==> config.mk <==
export PLATFORM = sky130hd
export DESIGN_NAME = dxy_solve
export DESIGN_NICKNAME = d
export VERILOG_FILES = /design/src/rtl/dxy_pkg.sv /design/src/rtl/seq_divider.sv /design/src/rtl/dxy_solve.sv
export SDC_FILE = /design/constraint.sdc
export NUM_CORES = 1
export LEC_CHECK = 0
export ABC_AREA = 1
export BUFFER_PORTS_ARGS = -buffer_cell sky130_fd_sc_hd__clkbuf_2
export CAP_MARGIN = 5
export CORE_AREA = 2 2 219 157
export DETAILED_ROUTE_END_ITERATION = 10
export DIE_AREA = 0 0 221 159
export PLACE_DENSITY_LB_ADDON = 0.12
export SYNTH_ARGS = -nofsm -noshare
export SYNTH_HDL_FRONTEND = slang
export SYNTH_HIERARCHICAL = 1
export SYNTH_SLANG_ARGS = --single-unit
==> constraint.sdc <==
create_clock -name clk -period 14.12 [get_ports clk]
set_clock_uncertainty 0.05 [all_clocks]
set_input_delay 2.118 -clock clk [delete_from_list [all_inputs] [get_ports clk]]
set_output_delay 2.118 -clock clk [all_outputs]
set_load 0.005 [all_outputs]
==> src/rtl/dxy_pkg.sv <==
// Shared types for the DXY inverse solver.
// State encoding, error priority and small helpers.
package dxy_pkg;

    typedef enum logic [1:0] {
        IDLE,
        MUL,
        DIV,
        FIX
    } dxy_state_t;

    localparam int DXY_ONE = 1;

    // Higher encoding wins when several faults apply.
    typedef enum logic [1:0] {
        ERR_NONE,
        ERR_INEXACT,
        ERR_RANGE,
        ERR_DIV0
    } dxy_err_t;

    function automatic dxy_err_t dxy_pick(
        input logic div0,
        input logic range,
        input logic inexact
    );
        if (div0)
            return ERR_DIV0;
        else if (range)
            return ERR_RANGE;
        else if (inexact)
            return ERR_INEXACT;
        else
            return ERR_NONE;
    endfunction

endpackage

==> src/rtl/seq_divider.sv <==
// Unsigned restoring divider, one quotient bit
// per cycle, MSB first, N cycles after load.
module seq_divider #(
    parameter int N = 16
) (
    input  logic         clk,
    input  logic         rst,
    input  logic         load,
    input  logic [N-1:0] dividend,
    input  logic [N-1:0] divisor,
    output logic         busy,
    output logic [N-1:0] quotient,
    output logic [N-1:0] remainder
);

    localparam int CW = $clog2(N + 1);

    logic [CW-1:0] cnt;
    logic [N-1:0]  dsr;
    logic [N:0]    trial;
    logic          fits;

    // Shift the next dividend bit into the partial remainder.
    always_comb begin
        trial = {remainder, quotient[N-1]};
        fits  = trial >= {1'b0, dsr};
    end

    // Load operands, then run one restoring step per cycle.
    always_ff @(posedge clk) begin
        if (rst) begin
            cnt       <= '0;
            dsr       <= '0;
            quotient  <= '0;
            remainder <= '0;
        end else if (load) begin
            cnt       <= CW'(N);
            dsr       <= divisor;
            quotient  <= dividend;
            remainder <= '0;
        end else if (cnt != '0) begin
            cnt      <= cnt - 1'b1;
            quotient <= {quotient[N-2:0], fits};
            if (fits)
                remainder <= N'(trial - {1'b0, dsr});
            else
                remainder <= trial[N-1:0];
        end
    end

    assign busy = cnt != '0;

endmodule

==> src/rtl/dxy_solve.sv <==
// Recovers BX from (a, res) where res = a*a*(1-2*BX).
// Optional remainder port: DXY_SOLVE_RESID_EN.
module dxy_solve
    import dxy_pkg::*;
#(
    parameter int N = 16
) (
    input  logic         clk,
    input  logic         rst,
    input  logic         start,
    input  logic [N-1:0] a,
    input  logic [N-1:0] res,
    output logic         ready,
    output logic         done,
    output logic [N-1:0] bx,
    output logic         err_div0,
    output logic         err_range,
    output logic         err_inexact
`ifdef DXY_SOLVE_RESID_EN
    ,
    output logic [N-1:0] rem
`endif
);

    localparam int CW = $clog2(N);

    dxy_state_t state, nxt;
    dxy_err_t   mul_err, fix_err;

    logic [N-1:0]   a_q, res_q, mag;
    logic [N-1:0]   quo, rmd, q, bx_n;
    logic [2*N-1:0] aa;
    logic [CW-1:0]  steps;
    logic signed [N:0] diff;
    logic busy, load, neg, wrap, inexact;

    // Product, sign handling and fix-up arithmetic.
    always_comb begin
        aa      = {{N{1'b0}}, a_q} * {{N{1'b0}}, a_q};
        neg     = res_q[N-1];
        mag     = neg ? (~res_q + 1'b1) : res_q;
        mul_err = dxy_pick(aa == '0, |aa[2*N-1:N-1], 1'b0);
        load    = (state == MUL) && (mul_err == ERR_NONE);
        q       = neg ? (~quo + 1'b1) : quo;
        wrap    = quo == {1'b1, {(N-1){1'b0}}};
        inexact = (rmd != '0) || !quo[0];
        fix_err = dxy_pick(1'b0, wrap, inexact);
        diff    = $signed((N+1)'(DXY_ONE))
                - $signed({q[N-1], q});
        bx_n    = N'(diff >>> 1);
    end

    seq_divider #(.N(N)) u_div (
        .clk       (clk),
        .rst       (rst),
        .load      (load),
        .dividend  (mag),
        .divisor   (aa[N-1:0]),
        .busy      (busy),
        .quotient  (quo),
        .remainder (rmd)
    );

    // State register.
    always_ff @(posedge clk) begin
        if (rst)
            state <= IDLE;
        else
            state <= nxt;
    end

    // Next state and handshake.
    always_comb begin
        nxt   = state;
        ready = state == IDLE;
        unique case (state)
            IDLE: if (start) nxt = MUL;
            MUL:  nxt = (mul_err == ERR_NONE) ? DIV : IDLE;
            DIV:  if (steps == '0 || !busy) nxt = FIX;
            FIX:  nxt = IDLE;
            default: nxt = IDLE;
        endcase
    end

    // Operand capture, step count and held results.
    always_ff @(posedge clk) begin
        if (rst) begin
            a_q         <= '0;
            res_q       <= '0;
            steps       <= '0;
            done        <= 1'b0;
            bx          <= '0;
            err_div0    <= 1'b0;
            err_range   <= 1'b0;
            err_inexact <= 1'b0;
`ifdef DXY_SOLVE_RESID_EN
            rem         <= '0;
`endif
        end else begin
            done <= 1'b0;
            unique case (state)
                IDLE: if (start) begin
                    a_q         <= a;
                    res_q       <= res;
                    bx          <= '0;
                    err_div0    <= 1'b0;
                    err_range   <= 1'b0;
                    err_inexact <= 1'b0;
`ifdef DXY_SOLVE_RESID_EN
                    rem         <= '0;
`endif
                end
                MUL: begin
                    steps <= CW'(N - 1);
                    if (mul_err != ERR_NONE) begin
                        done      <= 1'b1;
                        err_div0  <= mul_err == ERR_DIV0;
                        err_range <= mul_err == ERR_RANGE;
                    end
                end
                DIV: if (steps != '0) steps <= steps - 1'b1;
                FIX: begin
                    done        <= 1'b1;
                    bx          <= wrap ? '0 : bx_n;
                    err_range   <= fix_err == ERR_RANGE;
                    err_inexact <= fix_err == ERR_INEXACT;
`ifdef DXY_SOLVE_RESID_EN
                    rem         <= wrap ? '0 : rmd;
`endif
                end
                default: ;
            endcase
        end
    end

endmodule

==> results.ini <==
[placement]
dp.cells = 2591
pre_cts_slack_ns = 5.23
io_buffers = 55
place.gp.congestion = 0.934
postPlaceCellArea_sq_um = 15300
dp_hpwl_mm = 30.6

[final_layout]
most-common-layout-cells = nand2_1, inv_1, fa_1
final_cells = 2607
final_common_cell = nand2_1
syn_to_final_growth_pct = 6.12
antenna_cells = 0
fin_nets = 2486
design_area_sq_um = 15600
layout-drive-gt1-share_pct = 6.26

[hold_path]
hold_class = reg -> reg
holdCritStartpoint = u_div/dsr[12]$_SDFFE_PP0P_

[synth]
syn-num-nets = 2481
syn_area_per_cell_sq_um = 6.80
synth-seq-cells = 111
synth_seq_area_share_pct = 15.1
synth_edf_count = 0
post-synth-top-area-cell = fa_1
synthArstFlopShare_pct = 0
ys_types = 47
ys.flop_type = dfxtp_1
synth_warnings = 6
synthesis.area_sq_um = 14700
synth.top_cells.by_area = fa_1, dfxtp_1, nand2_1, inv_1, ha_1
synth_top_area_share_pct = 22.6
syn_inst = 2162

[worst_setup_path]
crit_path_start = a_q[12]$_SDFFE_PP0P_
cp_max_fo = 37
cp-start-kind = flop
slowest_delay_ns = 1.01
endpoint_kind = flop
rr_startpoint = a_q[12]$_SDFFE_PP0P_
arrival_ns = 9.22
path_class = reg -> reg
worstPathRequired_ns = 14.32
cpMaxStageDelayCell = clkinv_1
crit_top_cell = nand2_1

[drt]
post_drt_wl_per_cell_microns = 14.4
wirelength_mm = 37.6
drtPass1Iterations = 5
drc = 0
vias = 12817
via_per_inst = 4.92
detail-route-antenna-nets = 0
drtIter0Drc = 905

[clock_tree]
cts.htree.levels = 3
cts_resized = 0
clkTransAtPathRegs_ns = 0.09
cts_tree = done
insertion_delay_ns = 0.39
cts_buffers = 9
clock_path_buffers = 2
cts_hold_buf = 0
postCtsSetupRepairBufs = 0
clkSinkCount = 111
cts_root_buf = clkbuf_16

[power_and_ir_drop]
cellPowerDensity_nw_per_um2 = 121
p_leak_nw = 8.48
irDropWorstVdd_uv = 77.7
finalPower_mw = 1.89

[die]
core_sq_um = 33000
io_pins = 56
fp-row-count = 56
initial_core_util_pct = 44.5
dieHeight_microns = 159
die_area_sq_um = 35100
die_width_microns = 221

[global_routing]
grt_max_degree = 51
grtUsageTotal_pct = 22.5
grt_pass1_wl_mm = 64.3
grt-ovfl-total = 0
antenna_found_initial = 1
grt_pass1_vias = 12659

[timing]
slew_headroom_pct = 25.0
fin_crit_sh_pct = 63.9
fin_crit_ns = 9.02
setup_viol = 0
hold_viol_final = 0
rsz0062_at_grt = false
fin_setup_tns_ns = 0
worst_slack_ns = 5.10
final_max_slew_viol_count = 0
fmax_mhz = 111
worst_pin_slew_ns = 1.12

[run]
maxCapViolations = 0

[status]
status = completed

[path summary, 6_finish.rpt]
kind | endpoint | slack [ns] | cells past startpoint
hold / removal | u_div/dsr[12]$_SDFFE_PP0P_ | 0.41 | 2
setup reg to reg | u_div/quotient[12]$_SDFFE_PP0P_ | 5.10 | 26
hold reg to reg | u_div/dsr[12]$_SDFFE_PP0P_ | 0.41 | 2
setup / recovery | u_div/quotient[12]$_SDFFE_PP0P_ | 5.10 | 26
[critical path, delay by kind of cell, from the launching register on]
| family | cells | cell delay (ns) |
|---|---|---|
| adder cells (fa/ha/maj) | 7 | 3.58 |
| AND/OR/NAND/NOR | 14 | 2.86 |
| buffers and inverters | 4 | 1.37 |
| flip-flops | 1 | 0.92 |
| AO/OA/AOI/OAI | 1 | 0.07 |
[power breakdown]
part,internal [mW],switching (mW)
Combinational,0.408,0.779
Clock,0.149,0.151
Sequential,0.347,0.0521
Total,0.905,0.983
[logic make-up (layout without fill, tap and decap cells)]
family / count (synthesis) / after routing / share of synthesized area, %
and+or+nand+nor: 921 / 921 / 26.6
buffers and inverters: 597 / 607 / 15.6
adders and majority gates: 284 / 284 / 32.7
AOI/OAI and AO/OA: 208 / 208 / 7.63
xor gates and xnor gates: 40 / 40 / 2.38
other: 1 / 1 / 0.0255
DFF: 111 / 111 / 15.1
[per-stage QoR]
stage	hold WS, ns	utilization (%)
finish	0.413	47.3
global route	0.445	47.3
CTS	0.417	47.3
detailed placement	0.404	46.2
global placement	0.400	46.2
floorplan	0.387	-
[metal layers]
metal  wire (microns)  share of wire (%)  up-vias  GRT usage, %
li1                 -                  -     6498             -
met1            19600                 52     6017          34.8
met2            15600                 41      292          34.1
met3             2180                5.8       10          3.38
met4              190               0.51        0          2.26
met5                0                  0        -             0
[cell type report]
| type | instances | area (sq um) |
|---|---|---|
| Sequential cell | 111 | 2220 |
| Clock inverter | 6 | 98.8 |
| Inverter | 531 | 1990 |
| Multi-Input combinational cell | 1454 | 10200 |
| Timing Repair Buffer | 60 | 313 |
| Tap cell | 435 | 544 |
| Clock buffer | 10 | 239 |
| Fill cell | 3385 | 17400 |
[flip-flops by register name, summed over array words and instances, names as in the netlist, 4 cells and up, named ones only]
register	flops
res_q	16
u_div/quotient	16
a_q	16
u_div/remainder	16
u_div/dsr	16
u_div/cnt	5
steps	4
bx	16
[cell usage after synthesis (6+ instances only)]
library cell,number
inv_1,524
a31oi_1,12
ha_1,118
xor2_1,31
nand4_1,22
nand3_2,7
clkbuf_1,53
o21ai_1,6
nor2_1,138
a21oi_1,85
nand2_1,569
dfxtp_1,111
nor3_1,12
xnor2_1,9
buf_2,7
nand3b_1,12
nor2_2,20
o21ai_0,84
fa_1,166
nand2_2,16
nand3_1,104
No activity file was read; power rests on OpenSTA's default activity.
